===== src/rtl/fetch_unit_if.sv =====
// Instruction-memory bus between the fetch unit (master) and instruction memory (slave).
// Request: a transfer happens on a rising edge where imem_req_valid && imem_req_ready; response: one imem_rsp_valid pulse per accepted request, in order.
interface fetch_unit_if #(
  parameter int AWIDTH = 32,
  parameter int DWIDTH = 32
);
  logic              imem_req_valid;
  logic [AWIDTH-1:0] imem_req_addr;
  logic              imem_req_ready;
  logic              imem_rsp_valid;
  logic [DWIDTH-1:0] imem_rsp_data;

  modport master (
    output imem_req_valid,
    output imem_req_addr,
    input  imem_req_ready,
    input  imem_rsp_valid,
    input  imem_rsp_data
  );

  modport slave (
    input  imem_req_valid,
    input  imem_req_addr,
    output imem_req_ready,
    output imem_rsp_valid,
    output imem_rsp_data
  );
endinterface


===== src/rtl/fetch_unit.sv =====
// Instruction-fetch front end: owns the PC, issues in-order memory requests, buffers
// returned words and presents them to IF/ID, with stall hold and branch redirect/flush.
module fetch_unit #(
  parameter int                AWIDTH   = 32,
  parameter int                DWIDTH   = 32,
  parameter logic [AWIDTH-1:0] RESET_PC = 32'h0100_0000,
  parameter int                QDEPTH   = 2
) (
  input  logic              clk,
  input  logic              rst_n,
  input  logic              stall_if,
  input  logic              br_taken,
  input  logic [AWIDTH-1:0] br_target,
  fetch_unit_if.master      imem,
  output logic              f_valid,
  output logic [AWIDTH-1:0] f_pc,
  output logic [DWIDTH-1:0] f_insn
);

  localparam int PW = $clog2(QDEPTH);
  localparam int CW = $clog2(QDEPTH) + 1;
  localparam logic [CW:0] W_CAP = (CW + 1)'(QDEPTH);

  logic [AWIDTH-1:0] r_fetch_pc;

  logic [AWIDTH-1:0] r_if_pc [QDEPTH];
  logic [PW-1:0]     r_if_wp;
  logic [PW-1:0]     r_if_rp;
  logic [CW-1:0]     r_if_cnt;

  logic [AWIDTH-1:0] r_q_pc   [QDEPTH];
  logic [DWIDTH-1:0] r_q_insn [QDEPTH];
  logic [PW-1:0]     r_q_wp;
  logic [PW-1:0]     r_q_rp;
  logic [CW-1:0]     r_q_cnt;

  logic [CW-1:0]     r_drop_cnt;

  logic [CW:0]       w_used;
  logic              w_req_valid;
  logic              w_acc;
  logic              w_rsp;
  logic              w_keep;
  logic              w_pop;
  logic [CW-1:0]     w_if_cnt_nxt;

  // Credits count both in-flight and buffered entries, so the queue can never overflow.
  assign w_used      = {1'b0, r_if_cnt} + {1'b0, r_q_cnt};
  assign w_req_valid = (w_used < W_CAP);
  assign w_acc       = w_req_valid & imem.imem_req_ready;
  assign w_rsp       = imem.imem_rsp_valid & (r_if_cnt != '0);
  assign w_keep      = w_rsp & (r_drop_cnt == '0) & ~br_taken;
  assign w_pop       = (r_q_cnt != '0) & ~stall_if & ~br_taken;
  assign w_if_cnt_nxt = r_if_cnt + CW'(w_acc) - CW'(w_rsp);

  assign imem.imem_req_valid = w_req_valid;
  assign imem.imem_req_addr  = r_fetch_pc;

  assign f_valid = (r_q_cnt != '0);
  assign f_pc    = r_q_pc[r_q_rp];
  assign f_insn  = r_q_insn[r_q_rp];

  always_ff @(posedge clk or negedge rst_n) begin
    if (!rst_n) begin
      r_fetch_pc <= RESET_PC;
      r_if_wp    <= '0;
      r_if_rp    <= '0;
      r_if_cnt   <= '0;
      r_q_wp     <= '0;
      r_q_rp     <= '0;
      r_q_cnt    <= '0;
      r_drop_cnt <= '0;
      for (int i = 0; i < QDEPTH; i++) begin
        r_if_pc[i]  <= '0;
        r_q_pc[i]   <= '0;
        r_q_insn[i] <= '0;
      end
    end else begin
      if (w_acc) begin
        r_if_pc[r_if_wp] <= r_fetch_pc;
        r_if_wp          <= r_if_wp + PW'(1);
      end
      if (w_rsp) begin
        r_if_rp <= r_if_rp + PW'(1);
      end
      r_if_cnt <= w_if_cnt_nxt;

      if (br_taken) begin
        // Everything still outstanding after this edge, including a request accepted now, is wrong-path.
        r_fetch_pc <= {br_target[AWIDTH-1:2], 2'b00};
        r_drop_cnt <= w_if_cnt_nxt;
        r_q_cnt    <= '0;
        r_q_wp     <= '0;
        r_q_rp     <= '0;
      end else begin
        if (w_acc) begin
          r_fetch_pc <= r_fetch_pc + AWIDTH'(4);
        end
        if (w_rsp && (r_drop_cnt != '0)) begin
          r_drop_cnt <= r_drop_cnt - CW'(1);
        end
        if (w_keep) begin
          r_q_pc[r_q_wp]   <= r_if_pc[r_if_rp];
          r_q_insn[r_q_wp] <= imem.imem_rsp_data;
          r_q_wp           <= r_q_wp + PW'(1);
        end
        if (w_pop) begin
          r_q_rp <= r_q_rp + PW'(1);
        end
        r_q_cnt <= r_q_cnt + CW'(w_keep) - CW'(w_pop);
      end
    end
  end

endmodule


===== src/flat_wrapper.sv =====
// flat-port wrapper written by rule: the top's interface ports become plain ports
module fetch_unit_flat 
#(
  parameter int                AWIDTH   = 32,
  parameter int                DWIDTH   = 32,
  parameter logic [AWIDTH-1:0] RESET_PC = 32'h0100_0000,
  parameter int                QDEPTH   = 2
)
  (clk, rst_n, stall_if, br_taken, br_target, f_valid, f_pc, f_insn, imem_imem_req_valid, imem_imem_req_addr, imem_imem_req_ready, imem_imem_rsp_valid, imem_imem_rsp_data);
  fetch_unit_if #(.AWIDTH(AWIDTH), .DWIDTH(DWIDTH)) imem_i ();
  input  logic clk;
  input  logic rst_n;
  input  logic stall_if;
  input  logic br_taken;
  input  logic [AWIDTH-1:0] br_target;
  output logic f_valid;
  output logic [AWIDTH-1:0] f_pc;
  output logic [DWIDTH-1:0] f_insn;
  output wire logic [$bits(imem_i.imem_req_valid)-1:0] imem_imem_req_valid;
  output wire logic [$bits(imem_i.imem_req_addr)-1:0] imem_imem_req_addr;
  input wire logic [$bits(imem_i.imem_req_ready)-1:0] imem_imem_req_ready;
  input wire logic [$bits(imem_i.imem_rsp_valid)-1:0] imem_imem_rsp_valid;
  input wire logic [$bits(imem_i.imem_rsp_data)-1:0] imem_imem_rsp_data;
  assign imem_imem_req_valid = imem_i.imem_req_valid;
  assign imem_imem_req_addr = imem_i.imem_req_addr;
  assign imem_i.imem_req_ready = imem_imem_req_ready;
  assign imem_i.imem_rsp_valid = imem_imem_rsp_valid;
  assign imem_i.imem_rsp_data = imem_imem_rsp_data;
  fetch_unit #(.AWIDTH(AWIDTH), .DWIDTH(DWIDTH), .RESET_PC(RESET_PC), .QDEPTH(QDEPTH)) u_core (.clk(clk), .rst_n(rst_n), .stall_if(stall_if), .br_taken(br_taken), .br_target(br_target), .imem(imem_i), .f_valid(f_valid), .f_pc(f_pc), .f_insn(f_insn));
endmodule

===== config.mk =====
export PLATFORM = sky130hd
export DESIGN_NAME = fetch_unit_flat
export DESIGN_NICKNAME = d
export VERILOG_FILES = /design/src/rtl/fetch_unit_if.sv /design/src/rtl/fetch_unit.sv /design/src/flat_wrapper.sv
export SDC_FILE = /design/constraint.sdc
export NUM_CORES = 1
export LEC_CHECK = 0
export BUFFER_PORTS_ARGS = -buffer_cell sky130_fd_sc_hd__buf_4
export CORE_AREA = 2 2 172 157
export CTS_CLUSTER_DIAMETER = 150
export DETAILED_ROUTE_END_ITERATION = 8
export DIE_AREA = 0 0 174 159
export GPL_ROUTABILITY_DRIVEN = 0
export GPL_TIMING_DRIVEN = 0
export SETUP_SLACK_MARGIN = 0.4
export SLEW_MARGIN = 15
export SYNTH_ARGS = -nofsm -noshare
export SYNTH_HDL_FRONTEND = slang
export SYNTH_SLANG_ARGS = --single-unit

===== constraint.sdc =====
create_clock -name clk -period 3.3 [get_ports clk]
set_input_delay 0.66 -clock clk [delete_from_list [all_inputs] [get_ports clk]]
set_output_delay 0.66 -clock clk [all_outputs]
set_load 0.02 [all_outputs]

### Word-level counts from Yosys, hierarchy flattened

Index checks and enable logic that the tools add are counted.

| word-level totals | value |
|---|---|
| flip-flop bits (word level) | 234 |
| output and inout port bits | 98 |
| word-level logic and storage cells | 81 |

| cells by class | value |
|---|---|
| add/subtract/negate cells | 11 |
| order comparisons | 7 |
| mux-type cells | 25 |
| bitwise logic cells | 12 |
| reductions and logical operators | 12 |

Operators with widths:

| cell | number |
|---|---|
| 32-bit 2-to-1 mux | 13 |
| 64-bit bitwise mux | 3 |
| 32-bit demux with 1-bit select | 2 |
| 32-bit by 3-bit adder with 32-bit output, second input constant | 1 |
| 2-bit nonzero test | 7 |
| 2-bit >= comparator, second input constant | 4 |
| 1-bit NOT with 2-bit output | 4 |
| 1-bit bitwise AND | 6 |
| 2-bit 2-to-1 mux | 3 |
| 1-bit adder, second input constant | 4 |
| 2-bit by 1-bit adder with 2-bit output | 2 |
| 2-bit by 1-bit less-than comparator with 1-bit output, second input constant | 2 |
| 1-bit 2-to-1 mux | 4 |
| 2-bit by 1-bit subtractor with 2-bit output | 2 |
| 2-bit by 2-bit adder with 3-bit output | 1 |
| 1-bit logical AND | 3 |
| 3-bit by 2-bit less-than comparator with 1-bit output, second input constant | 1 |
| 2-bit zero test | 1 |
| 1-bit NOT | 2 |
| 2-bit AND reduction | 1 |
| 2-bit by 1-bit subtractor with 2-bit output, second input constant | 1 |

### Depth between registers and ports, before layout

| logic depth | value |
|---|---|
| depth in word-level cells | 7 |
| gate-level depth with buffers | 9 |
| mapped depth without buffers | 8 |

### Worst setup path before layout

No wires, ideal clock.

| path | value |
|---|---|
| path type | register -> register |
| start | register u_core.r_q_cnt[1] |
| end | register u_core.r_if_pc[38] (netlist name) |
| setup time | 125 ps |
| data arrival time | 2357 ps |
| data required time | 3175 ps |
| path slack | 818 ps |
| cell stages (with the launch flop) | 9 |
| path buffers | 2 |
| period minus slack after synthesis | 2482 ps |
| cells stage by stage | dfrtp_1 inv_1 fa_1 nand3_1 clkinv_1 nand2b_1 clkbuf_1 buf_1 mux2_2 |

| on the way | value |
|---|---|
| cells in the longest elaborated chain, start to end | 3 |

Ends and longest elaborated chain:

| element | RTL line | source |
|---|---|---|
| start: declaration | fetch_unit.sv:35 | `logic [CW-1:0] r_q_cnt;` |
| start signal: assignment | fetch_unit.sv:110 | `r_q_cnt <= r_q_cnt + CW'(w_keep) - CW'(w_pop);` |
| 2-bit by 2-bit adder with 3-bit output | fetch_unit.sv:48 | `assign w_used = {1'b0, r_if_cnt} + {1'b0, r_q_cnt};` |
| 3-bit by 2-bit less-than comparator with 1-bit output | fetch_unit.sv:49 | `assign w_req_valid = (w_used < W_CAP);` |
| 1-bit bitwise AND | fetch_unit.sv:50 | `assign w_acc = w_req_valid & imem.imem_req_ready;` |
| via u_core.w_acc | fetch_unit.sv:41 | `logic w_acc;` |
| end signal: indexed assignment | fetch_unit.sv:80 | `r_if_pc[r_if_wp] <= r_fetch_pc;` |
| end: declaration | fetch_unit.sv:26 | `logic [AWIDTH-1:0] r_if_pc [QDEPTH];` |

The timed path passes the listed nets, and every way through them passes these cells.
A chain may end at the register's enable or synchronous reset.

### Worst setup path after layout

| path | value |
|---|---|
| start | register u_core.r_q_rp |
| end | output f_pc[10] |

| on the way | value |
|---|---|
| cells in the longest elaborated chain, start to end | 4 |

Ends and longest elaborated chain:

| element | RTL line | source |
|---|---|---|
| start: declaration | fetch_unit.sv:34 | `logic [PW-1:0] r_q_rp;` |
| start signal: assignment | fetch_unit.sv:108 | `r_q_rp <= r_q_rp + PW'(1);` |
| 1-bit NOT with 2-bit output (implied by the code) | fetch_unit.sv:60 | `assign f_pc = r_q_pc[r_q_rp];` |
| 32-bit 2-to-1 mux (implied by the code) (3 in a row) | fetch_unit.sv:60 |  |
| end: declaration | flat_wrapper.sv:17 | `output logic [AWIDTH-1:0] f_pc;` |

Every way passes these cells. The select of a mux whose other input is x is not followed.

==> summary.txt <==
STATUS
--------------------------------------------------------------------------------
Run status                                                          finished, final reports clean

GLOBAL ROUTE
--------------------------------------------------------------------------------
Vias in the first global route                                              6789
Wire length of the first global-routing pass                            38100 um
GRT Util Overall                                                           17.0%
Aggregate global routing overflow                                              0
Antenna violations before repair                                               0
Maximum number of pins on one net before global-route repair                 101

TIMING
--------------------------------------------------------------------------------
Setup violation total in the final timing report                               0
Period minus WS final                                                    2.77 ns
Final hold slack                                                       0.0985 ns
Maximum clock frequency                                                  360 MHz
Worst-case clock skew                                                  0.0125 ns
Relative slew slack                                                        52.7%
Part of the cycle the worst path needs                                     84.1%
Final hold violation count                                                     0
Pins Over Slew Limit                                                           0
Slew of the pin with the lowest slew margin                             0.710 ns
Unrepaired setup endpoints after global routing                               no

CELLS AND AREA
--------------------------------------------------------------------------------
Diodes inserted                                                                0
Multi-input logic area                                                 4290 um^2
Area used by sequential logic in the layout                            5610 um^2
Area delta synth->final                                                    25.3%
Filler cell count                                                           2348
Fraction of final layout cells with drive strength greater than 1          53.1%
Final layout net count                                                      1031
Utilization after layout                                                   49.5%

DETAILED ROUTING
--------------------------------------------------------------------------------
Residual DRC count                                                             0
Met3 routed WL                                                           1270 um
ANT nets after route                                                           0
Vias after detailed routing                                                 6715
Drt total wl                                                            23800 um
Metal1 wirelength                                                       11500 um
Routed len/inst                                                          18.1 um
First DRT Iteration DRCs                                                     363
Uppermost routed layer                                                      met4
First drt pass iteration count                                                 4
Met2 wirelength from detailed routing                                   10600 um
Detailed-route vias per instance                                            5.09

LOGIC SYNTHESIS
--------------------------------------------------------------------------------
Primary FF master, synth                                                 dfrtp_1
Cells after Synth                                                            761
Cell types occupying the most area after synthesis                  dfrtp_1, mux2_2, or4_1
Register bit count reported by yosys                                         224
Post-synth EDFFs                                                               0
Synth async-reset ratio                                                     100%
Yosys cell types                                                              39
Seq/Total Area, Yosys                                                      55.1%
Post-Syn Area per Cell                                                 13.4 um^2
Post-synth top area share                                                  54.8%
Post-synthesis instance area                                          10200 um^2
Synth area leader                                                        dfrtp_1
Total of warnings raised by yosys                                              0

WORST SETUP PATH
--------------------------------------------------------------------------------
Nature of the critical path startpoint                                      flop
Cell family contributing the most delay on the critical path        buffers and inverters
Cell type of the slowest stage on the worst timing path                   mux2_2
Crit-path most repeated cell                                            clkbuf_2
Largest stage delay, worst path                                          0.42 ns
Path type of the worst setup path                                        reg2out
Data arrival time of the critical path                                   2.11 ns
Kind of capture point of the worst setup path                         output pin
Required arrival time at the worst endpoint                              2.64 ns
Buf+Inv Stages, Crit Path                                                      3
CP max FO                                                                     10
CP Cell Sequence                                                    clkbuf_2 -> clkbuf_2 -> mux2_2 -> buf_4

DIE
--------------------------------------------------------------------------------
Initial Util                                                               39.5%
Floorplan die height                                                      159 um
Width of the die                                                          174 um
Number of standard-cell rows in the floorplan                                 56
Top-Level Pins                                                               168
Total Die Area                                                        27700 um^2
Std-Cell Core Area                                                    25800 um^2

CLOCKING
--------------------------------------------------------------------------------
Buffers from clock root to sink, at most                                       3
CTS Root Cell                                                          clkbuf_16
Num Clock Sinks                                                              224
Clock network latency to the later pin of the worst-skew pair            0.51 ns
CTS tree                                                                   built
TritonCTS Buffers                                                             25
Reg clk slew, reported paths                                             0.06 ns
Cts-stage hold buffer count                                                    0
Max H-tree Level                                                               1

PLACED DESIGN
--------------------------------------------------------------------------------
Port bufs                                                                    160
HPWL after detailed placement                                           16700 um

RUN
--------------------------------------------------------------------------------
Max-capacitance violation count                                                0

MIN PATH
--------------------------------------------------------------------------------
Hold Crit Class                                                         in2async

PWR
--------------------------------------------------------------------------------
Peak ir drop on the vdd network                                         0.419 mV
Leakage power of the design                                              5.82 nW
Pwr/cell area                                                        907 nW/um^2

==> registers in the layout, indices dropped and copies added (netlist names), 2 cells and up <==
signal                     flops
u_core.r_if_pc                60
u_core.r_q_cnt                 2
u_core.r_if_cnt                2
u_core.r_drop_cnt              2
u_core.imem.imem_req_addr     30
u_core.r_q_pc                 60
u_core.r_q_insn               64
==> metrics by stage <==
step                      cell area (um^2)  setup TNS (ns)  total power (W)  cells  setup slack (ns)
after floorplan                      10200               0          0.00727    764             0.818
after global placement               11800          -47.18          0.00877   1272            -0.241
after detailed placement             11900               0          0.00885   1274            0.0747
after CTS                            12700               0           0.0117   1319             0.400
after global routing                 12800               0           0.0123   1320             0.414
final                                12800               0           0.0116   1320             0.525
==> routing by layer <==
metal | GRT usage, % | vias to the layer above
met5 | 0 | -
met4 | 3.55 | 0
met3 | 3.15 | 34
met2 | 26.0 | 164
met1 | 25.3 | 3393
li1 | - | 3124
==> where the power goes <==
| part | internal [W] | total (W) | switching [W] |
|---|---|---|---|
| logic | 0.00233 | 0.00438 | 0.00205 |
| registers | 0.00382 | 0.00438 | 0.000561 |
| clock network | 0.00168 | 0.00280 | 0.00112 |
==> cells in the mapped netlist (6+ instances only) <==
master,number
a31oi_1,17
buf_2,15
clkbuf_1,26
dfrtp_1,223
ha_1,6
inv_1,15
mux2_2,269
nand2_1,34
nand3_1,9
nand4_1,10
nor2_1,23
o21ai_0,22
o31ai_1,16
or4_1,19
xnor2_1,11
==> worst reg2reg max path, stage by stage (launching register included) <==
cell and delay [ns]:
dfrtp_1 0.39, inv_1 0.08, fa_1 0.61, nand3_2 0.16, or4_4 0.60, clkbuf_4 0.22
clkbuf_4 0.22, o31ai_1 0.24, a31oi_1 0.12
==> what timing repair did <==
item	4_1_cts	5_1_grt
endpoints found under the setup margin	110	55
pin swaps	0	2
gates resized for setup	14	6
setup buffers	0	1
==> cell usage in the layout, fill, tap and decap left out, drive strengths merged <==
master and n:
or4 20, clkinv 9, nor4 3, buf 186
and4 3, a21oi 1, o31ai 16, xor2 5
dfstp 1, bufinv 2, and3 1, a31oi 17
clkbuf 63, a221o 1, nor3 2, nand2b 1
o21ai 22, conb 4, inv 15, mux2i 2
ha 6, nor2b 2, xnor2 11, mux2 269
nand4 10, or2 1, nand2 34, nor2 23
nor3b 1, or3 3, o211ai 2, nand3 11
dfrtp 223, and2 1, fa 1
==> layout make-up <==
type	instances	share of cell area, %
Inverter	16	0.471
Clock inverter	10	0.814
Tap cell	348	3.41
Buffer	51	2.06
Clock buffer	35	5.67
Sequential cell	224	44.0
Timing Repair Buffer	163	9.97
Multi-Input combinational cell	473	33.6
==> worst paths after layout <==
check                                               start                                   endpoint  slack, ns  cells after the start
setup / recovery                u_core.r_q_rp$_DFFE_PN0P_                                   f_pc[10]       0.53                      4
hold / removal                                      rst_n  u_core.imem.imem_req_addr[23]$_DFFE_PN0P_        0.1                      1
setup reg to reg              u_core.r_q_cnt[1]$_DFF_PN0_  u_core.imem.imem_req_addr[29]$_DFFE_PN0P_       0.53                      8
hold reg to reg            u_core.r_if_pc[10]$_DFFE_PN0P_             u_core.r_if_pc[10]$_DFFE_PN0P_       0.48                      2
max in group asynchronous                           rst_n            u_core.r_q_insn[28]$_DFFE_PN0P_       1.96                      3
min in group clk                             br_target[8]   u_core.imem.imem_req_addr[8]$_DFFE_PN0P_       0.35                      3
==> cell families after synthesis <==
family / after synthesis / synth area share (%)
multiplexers: 271 / 30.0
other: 1 / 0.0369
buffers and inverters: 67 / 2.95
AO/OA/AOI/OAI: 59 / 3.60
XOR/XNOR: 16 / 1.38
flip-flops: 224 / 55.1
AND/OR/NAND/NOR: 116 / 6.04
adder cells (fa/ha/maj): 7 / 0.934
Power figures use the tool's default switching activity.
